--- src/rtl/mem_access_unit.sv ---
// mem_access_unit
//
// MEM-stage load/store unit sitting between the pipeline and a split
// address/data handshake bus. Checks alignment, issues one bus access per
// aligned load/store, stalls the pipeline until the access finishes, and
// returns an aligned, sign/zero-extended load result during the DONE cycle.
// A wait counter abandons accesses that take too long and flags bus_err.
//
// Ports
//   clk, rst                  clock, asynchronous active-high reset
//   mem_en, mem_we            access request, 1 = store / 0 = load
//   mem_size, mem_sign        00 byte, 01 half, 1x word; load sign-extension
//   addr, wdata               byte address, right-aligned store data
//   rdata                     extended load result (valid in DONE only)
//   stall_m                   pipeline hold while an access is outstanding
//   adel, ades                load / store misalignment (combinational)
//   bus_err                   one-cycle timeout pulse (in DONE)
//   bus_req, bus_wr           bus request and direction
//   bus_size, bus_addr        access size and byte address
//   bus_wstrb, bus_wdata      byte-lane strobes and lane-replicated data
//   bus_addr_ok, bus_data_ok  address accept / data complete from the bus
//   bus_rdata                 bus read data (full word, unaligned lanes)

module mem_access_unit #(
  parameter int MAX_WAIT = 255
) (
  input  logic        clk,
  input  logic        rst,
  input  logic        mem_en,
  input  logic        mem_we,
  input  logic [1:0]  mem_size,
  input  logic        mem_sign,
  input  logic [31:0] addr,
  input  logic [31:0] wdata,
  output logic [31:0] rdata,
  output logic        stall_m,
  output logic        adel,
  output logic        ades,
  output logic        bus_err,
  output logic        bus_req,
  output logic        bus_wr,
  output logic [1:0]  bus_size,
  output logic [31:0] bus_addr,
  output logic [3:0]  bus_wstrb,
  output logic [31:0] bus_wdata,
  input  logic        bus_addr_ok,
  input  logic        bus_data_ok,
  input  logic [31:0] bus_rdata
);

  typedef enum logic [1:0] {
    IDLE = 2'b00,
    ADDR = 2'b01,
    DATA = 2'b10,
    DONE = 2'b11
  } stateType;

  // The request cycle itself counts as the first of the MAX_WAIT cycles, and
  // the counter starts at zero in the first ADDR/DATA cycle, so the last
  // allowed wait cycle is the one where the counter equals MAX_WAIT-2.
  localparam logic [7:0] WaitLimit = 8'((MAX_WAIT >= 2) ? (MAX_WAIT - 2) : 0);

  stateType    state;
  logic [7:0]  waitCnt;
  logic [31:0] addrQ;
  logic        weQ;
  logic [1:0]  sizeQ;
  logic        signQ;
  logic [31:0] wdataQ;
  logic [31:0] dataQ;
  logic        errQ;
  logic        dropQ;

  logic        isHalf;
  logic        isWord;
  logic        misaligned;
  logic        start;
  logic        waitExpired;
  logic        resultValid;

  logic [31:0] reqAddr;
  logic [31:0] reqWdata;
  logic        reqWe;
  logic [1:0]  reqSize;

  logic [7:0]  laneByte;
  logic [15:0] laneHalf;

  // Size 11 is handled as a word everywhere, so only bit 1 matters for word.
  assign isHalf     = (mem_size == 2'b01);
  assign isWord     = mem_size[1];
  assign misaligned = (isHalf & addr[0]) | (isWord & (addr[1:0] != 2'b00));
  assign start      = mem_en & ~misaligned;

  assign adel = mem_en & misaligned & ~mem_we;
  assign ades = mem_en & misaligned & mem_we;

  assign waitExpired = (waitCnt == WaitLimit);

  // Both handshake-facing outputs are forced low during reset even though
  // start is derived combinationally from the pipeline inputs.
  assign bus_req = ~rst & (((state == IDLE) & start) | (state == ADDR));
  assign stall_m = ~rst & start & (state != DONE);
  assign bus_err = (state == DONE) & errQ;

  // In IDLE the request is presented straight from the pipeline; once it
  // has been issued the registered copy is used, so the bus sees a stable
  // request until the address handshake even if the pipeline inputs move.
  assign reqAddr  = (state == IDLE) ? addr     : addrQ;
  assign reqWdata = (state == IDLE) ? wdata    : wdataQ;
  assign reqWe    = (state == IDLE) ? mem_we   : weQ;
  assign reqSize  = (state == IDLE) ? mem_size : sizeQ;

  assign bus_addr = reqAddr;
  assign bus_wr   = reqWe;
  assign bus_size = reqSize;

  always_comb begin
    bus_wstrb = 4'b0000;
    if (reqWe) begin
      case (reqSize)
        2'b00:   bus_wstrb = 4'b0001 << reqAddr[1:0];
        2'b01:   bus_wstrb = reqAddr[1] ? 4'b1100 : 4'b0011;
        default: bus_wstrb = 4'b1111;
      endcase
    end
  end

  // Store data is replicated across all lanes; the strobes pick the lane.
  always_comb begin
    case (reqSize)
      2'b00:   bus_wdata = {4{reqWdata[7:0]}};
      2'b01:   bus_wdata = {2{reqWdata[15:0]}};
      default: bus_wdata = reqWdata;
    endcase
  end

  // A result is only delivered for a load that completed normally and was
  // not flushed while outstanding.
  assign resultValid = (state == DONE) & ~errQ & ~weQ & ~dropQ & mem_en;

  always_comb begin
    laneByte = 8'h00;
    case (addrQ[1:0])
      2'b00:   laneByte = dataQ[7:0];
      2'b01:   laneByte = dataQ[15:8];
      2'b10:   laneByte = dataQ[23:16];
      default: laneByte = dataQ[31:24];
    endcase
  end

  assign laneHalf = addrQ[1] ? dataQ[31:16] : dataQ[15:0];

  always_comb begin
    rdata = 32'h0000_0000;
    if (resultValid) begin
      case (sizeQ)
        2'b00:   rdata = signQ ? {{24{laneByte[7]}}, laneByte} : {24'h000000, laneByte};
        2'b01:   rdata = signQ ? {{16{laneHalf[15]}}, laneHalf} : {16'h0000, laneHalf};
        default: rdata = dataQ;
      endcase
    end
  end

  // Access sequencer. In ADDR a timeout wins over a late bus_addr_ok so the
  // wait bound is never exceeded; in DATA an arriving bus_data_ok wins over
  // the timeout because the data is already there.
  always_ff @(posedge clk or posedge rst) begin
    if (rst) begin
      state   <= IDLE;
      waitCnt <= 8'h00;
      addrQ   <= 32'h0000_0000;
      weQ     <= 1'b0;
      sizeQ   <= 2'b00;
      signQ   <= 1'b0;
      wdataQ  <= 32'h0000_0000;
      dataQ   <= 32'h0000_0000;
      errQ    <= 1'b0;
      dropQ   <= 1'b0;
    end else begin
      case (state)
        IDLE: begin
          errQ <= 1'b0;
          if (start) begin
            addrQ   <= addr;
            weQ     <= mem_we;
            sizeQ   <= mem_size;
            signQ   <= mem_sign;
            wdataQ  <= wdata;
            dropQ   <= 1'b0;
            waitCnt <= 8'h00;
            state   <= bus_addr_ok ? DATA : ADDR;
          end
        end
        ADDR: begin
          waitCnt <= waitCnt + 8'd1;
          if (!mem_en) begin
            dropQ <= 1'b1;
          end
          if (waitExpired) begin
            errQ  <= 1'b1;
            state <= DONE;
          end else if (bus_addr_ok) begin
            state <= DATA;
          end
        end
        DATA: begin
          waitCnt <= waitCnt + 8'd1;
          if (!mem_en) begin
            dropQ <= 1'b1;
          end
          if (bus_data_ok) begin
            dataQ <= bus_rdata;
            state <= DONE;
          end else if (waitExpired) begin
            errQ  <= 1'b1;
            state <= DONE;
          end
        end
        DONE: begin
          errQ  <= 1'b0;
          state <= IDLE;
        end
        default: state <= IDLE;
      endcase
    end
  end

endmodule

--- config.mk ---
export PLATFORM = sky130hd
export DESIGN_NAME = mem_access_unit
export DESIGN_NICKNAME = d
export VERILOG_FILES = /design/src/rtl/mem_access_unit.sv
export SDC_FILE = /design/constraint.sdc
export NUM_CORES = 1
export LEC_CHECK = 0
export ABC_AREA = 1
export ABC_CLOCK_PERIOD_IN_PS = 3500
export CORE_MARGIN = 2
export CORE_UTILIZATION = 42
export DETAILED_ROUTE_END_ITERATION = 12
export PLACE_DENSITY = 0.77
export SETUP_SLACK_MARGIN = 0.15
export SYNTH_ARGS = -nofsm -noshare
export SYNTH_HDL_FRONTEND = slang
export SYNTH_SLANG_ARGS = --single-unit
--- constraint.sdc ---
create_clock -name clk -period 3.5 [get_ports clk]
set_input_delay 0.7 -clock clk [delete_from_list [all_inputs] [get_ports clk]]
set_output_delay 0.7 -clock clk [all_outputs]
set_load 0.05 [all_outputs]
Word-level counts from Yosys, hierarchy flattened. Index checks and enable logic that the tools add are counted.

Add/sub/neg operators: 1. Equal/unequal tests: 15. Shift-type cells: 1. Multiplexer cells: 29. Bitwise logic cells: 23. Reduce and logical (&&, ||, !) cells: 13.

Operators with widths (count): 32-bit 2-to-1 mux (5); 32-bit one-hot mux with 2 select lines (2); 8-bit one-hot mux with 3 select lines (1); 16-bit 2-to-1 mux (1); 8-bit one-hot mux with 2 select lines (1); 1-bit AND (15); 2-bit 2-to-1 mux (7); 2-bit by 1-bit equality test with 1-bit output (second input constant) (5); 8-bit by 1-bit adder with 8-bit output (second input constant) (1); 8-bit equality test (second input constant) (1); 2-bit logical NOT (4); 4-bit 2-to-1 mux (2); 8-bit 2-to-1 mux (1); 2-bit != test (second input constant) (4); 2-bit one-hot mux with 4 select lines (1); 4-bit one-hot mux with 2 select lines (1); 2-bit equality test (second input constant) (3); 3-bit != test (second input constant) (2); 1-bit inverter (6); 2-bit AND reduction (3); 3-bit AND reduction (2); 1-bit 2-to-1 mux (5); 2-bit nonzero test (2); 2-bit OR reduction (2); other kinds (4) (5).

Register bits: 112. Bits of input ports: 105. Output and inout port bits: 108. Logic and storage cells: 92.

Longest topological paths before layout.
Depth in word-level cells: 8. Depth in mapped cells: 9. Depth with buffers taken out: 9.

Least setup slack after synthesis. No wires, ideal clock.

Kind: register to output. From: register state[0]. To: output port bus_wdata[10]. Data arrival time: 2.747 ns. Data required time: 2.800 ns. Path slack: 0.053 ns. Cell stages (with the launch flop): 7. Path buffers: 1. Cell sequence: dfrtp_1 inv_1 ha_1 o21ai_2 nor2_4 buf_2 o21ai_0.

Word-level cells in the longest chain between the ends: 4. Elaborated cells between the ends (all ways): 6. Those cells by class: eq/ne: 1; mux: 3; reduce/logical: 2.

Ends and longest elaborated chain: from (decl) (line 63) `stateType state;`; from (signal assigned) (line 192) `state <= bus_addr_ok ? DATA : ADDR;`; 2-bit logical NOT (*) (line 112) `assign reqSize = (state == IDLE) ? mem_size : sizeQ;`; 2-bit 2-to-1 mux (*) (line 112); via bus_size[0] (line 42) `output logic [1:0] bus_size,`; 2-bit by 1-bit equality test with 1-bit output / 2-bit logical NOT (equally long branches) (line 131) `case (reqSize)`; 32-bit one-hot mux with 2 select lines (*) (line 131); to (decl) (line 45) `output logic [31:0] bus_wdata,`.

Mark *: on every way through the listed nets, which the timed path passes. The rest lies on a longest branch.

Worst setup path in the final report.
From: register state[1]. To: output port bus_addr[9].

Word-level cells in the longest chain between the ends: 2.

Ends and longest elaborated chain: 2-bit logical NOT (line 109) `assign reqAddr = (state == IDLE) ? addr : addrQ;`; 32-bit 2-to-1 mux (line 109); to (decl) (line 43) `output logic [31:0] bus_addr,`.

No other way between the ends.

==> run metrics <==
Hold Crit Class flip-flop to flip-flop; post-synth cell types 37; Final Setup Violations 0; r2r endpoint addrQ[26]; Overall Global Routing Usage 25.3%; Critical Path Start Type flip-flop; clock latency on the worst-skew pair 360 ps; hold depth 2; post-synthesis sequential area ratio 42.6%; WP data arrival 2530 ps; Iter 0 DRT Violations 467; synthesized area per cell 7.07 sq um; DR vias 6746; die height 129 microns; CTS tree built; WL per Instance 15.4 microns; layout cell share with drive strength beyond 1 12.6%; hpwl dp 15400 microns; min-delay src wdataQ[22]; root buffer cell clkbuf_16; I/O Pins 213; number of routed nets with antenna violations 0; Crit Path Class flip-flop to primary output; Total Power 11400 uW; Max Clock Skew 6.47 ps; cell taking the most area after synthesis dfrtp_1; diode count 0; Port Buf Inserts 212; f_max 309 MHz; register bit total from synthesis 112; hold endpoint wdataQ[22]; routability cong. 0.897; RR Startpoint state[1]; clock sinks 112; Die Wd 129 microns; Core ar. 15300 sq um; CP endpoint kind primary output; Least-Margin Pin Slew 791 ps; H-tree level count 3; first-pass detailed-route iteration total 5; layout net count 1239; unrepaired setup endpoints after global routing no; Syn Nets 1042; max_cap viols 0; count of hold-fix buffers inserted at cts 0; # rows 45; Die Area 16700 sq um; CTS Buf Count 9; Tcrit/Tclk final 92.4%; starting density of the core 43.1%; final count of hold timing violations 0; Tmin final 3230 ps; area of the mapped netlist 6580 sq um; vias in the first global route 6337; Worst-path clk slew 70 ps; FF-to-FF path depth 8; Layout area overhead 49.7%; FF-to-FF setup slack 1260 ps; pwr dens 1160 nW/um^2; # DRC 0; Syn. warnings 0; Fillers 1273; status finished, final reports clean; vias per cell 5.03; largest net degree at the start of global routing 77; number of antenna violations at the first check in global routing 2; Max Fanout on Critical Path 31; buffer depth of the longest clock path 2; Congestion Overflow GR 0; Rel. slew slack 47.1%; first-pass GRT wire length 32900 microns; worst path required time 2800 ps; worst ir drop on vdd 1.13 mV; area share of the largest cell type after synthesis 42.6%; static leakage 0.00487 uW; top post-synthesis cells by area dfrtp_1 43%, nand2_1 18%, o21ai_0 10%; Mapped Cells 930; setup TNS 0 ps; Total Wirelength 20700 microns; Slew Viols, Final 0
[synth_stat cells, drive strengths merged]
| cell | instances |
|---|---|
| clkinv | 1 |
| o21ai | 163 |
| xnor2 | 1 |
| inv | 109 |
| a31oi | 6 |
| o211ai | 6 |
| nor3 | 3 |
| xor2 | 2 |
| nor2 | 73 |
| buf | 28 |
| o221ai | 8 |
| nand4 | 1 |
| nor3b | 1 |
| a22oi | 1 |
| o21bai | 2 |
| o22ai | 3 |
| o21a | 1 |
| nand2 | 321 |
| ha | 7 |
| dfrtp | 112 |
| nand3 | 24 |
| a2bb2oi | 1 |
| nand3b | 1 |
| a21oi | 35 |
| clkbuf | 20 |
[worst max-delay path: stages, from the launching register on]
cell	delay, ps
dfrtp_1	420
inv_1	160
ha_4	390
buf_12	220
nand2_1	60
o21ai_0	80
clkdlybuf4s50_1	830
[registers in the layout, summed over array words and instances, names as in the netlist]
signal and count:
addrQ 32, dataQ 32, dropQ 1, errQ 1
signQ 1, sizeQ 2, state 2, waitCnt 8
wdataQ 32, weQ 1
[final cells by class]
type,count,area (sq um),share of cell area (%)
Inverter,110,420,4.27
Clock buffer,10,239,2.43
Multi-Input combinational cell,660,3090,31.4
Tap cell,211,264,2.68
Sequential cell,112,2800,28.5
Clock inverter,5,81.3,0.826
Timing Repair Buffer,234,2950,29.9
[layer usage]
layer	vias to the layer above	routed length [microns]	GRT usage, %
li1	3343	-	-
met2	280	9510	40.3
met4	4	580	8.31
met5	-	30	0
met1	3078	8670	32.3
met3	41	1920	8.84
[logic make-up after synthesis]
logic type                 count (synthesis)  synth area share, %
and+or+nand+nor                          424                 26.4
AOI/OAI and AO/OA                        226                 18.7
buffers and inverters                    158                 10.6
xor gates and xnor gates                   3                0.400
DFF                                      112                 42.6
adders and majority gates                  7                 1.33
[per-stage QoR]
| stage | hold WS (ps) | std cells | utilization [%] | worst slack (ps) | instance area [sq um] |
|---|---|---|---|---|---|
| 2_1_floorplan | 444 | 930 | - | 53.4 | 6580 |
| 3_3_place_gp | 462 | 1326 | 61.9 | 351 | 9440 |
| 3_5_place_dp | 464 | 1326 | 61.9 | 362 | 9440 |
| 4_1_cts | 487 | 1342 | 64.1 | 201 | 9770 |
| 5_1_grt | 504 | 1342 | 64.5 | 153 | 9840 |
| 6_report | 479 | 1342 | 64.5 | 267 | 9840 |
[where the power goes]
part / switching [uW] / total (uW) / internal (uW) / leakage (uW)
Clock: 475 / 1120 / 643 / 0.000155
Combinational: 5200 / 7990 / 2790 / 0.00332
Sequential: 418 / 2300 / 1880 / 0.00139
Total: 6100 / 11400 / 5320 / 0.00487
[worst max-delay path by stage]
| stage | start | to | slack [ps] | cells after the start |
|---|---|---|---|---|
| after CTS | state[1] | bus_addr[6] | 200 | 6 |
| after floorplan | state[0] | bus_wdata[10] | 50 | 6 |
| after global placement | addr[0] | bus_addr[0] | 350 | 6 |
| after global routing | state[0] | bus_addr[13] | 150 | 6 |
| after detailed placement | mem_size[0] | bus_size[0] | 360 | 4 |
| final | state[1] | bus_addr[9] | 270 | 6 |
[cell usage in the layout (no fill, tap or decap), drive strengths merged, types with 10 or more instances in the layout]
cell type and instances:
clkbuf 10, dfrtp 112, clkdlybuf4s50 116, a21oi 35, o21ai 163, nor2 73
nand2 321, inv 107, buf 90, dlymetal6s2s 28, nand3 24
[what timing repair did]
item	CTS	global route
setup buffers	1	0
endpoints found under the setup margin	29	44
pin swaps	1	0
gates resized for setup	0	29
(Power assumes the default switching activity.)
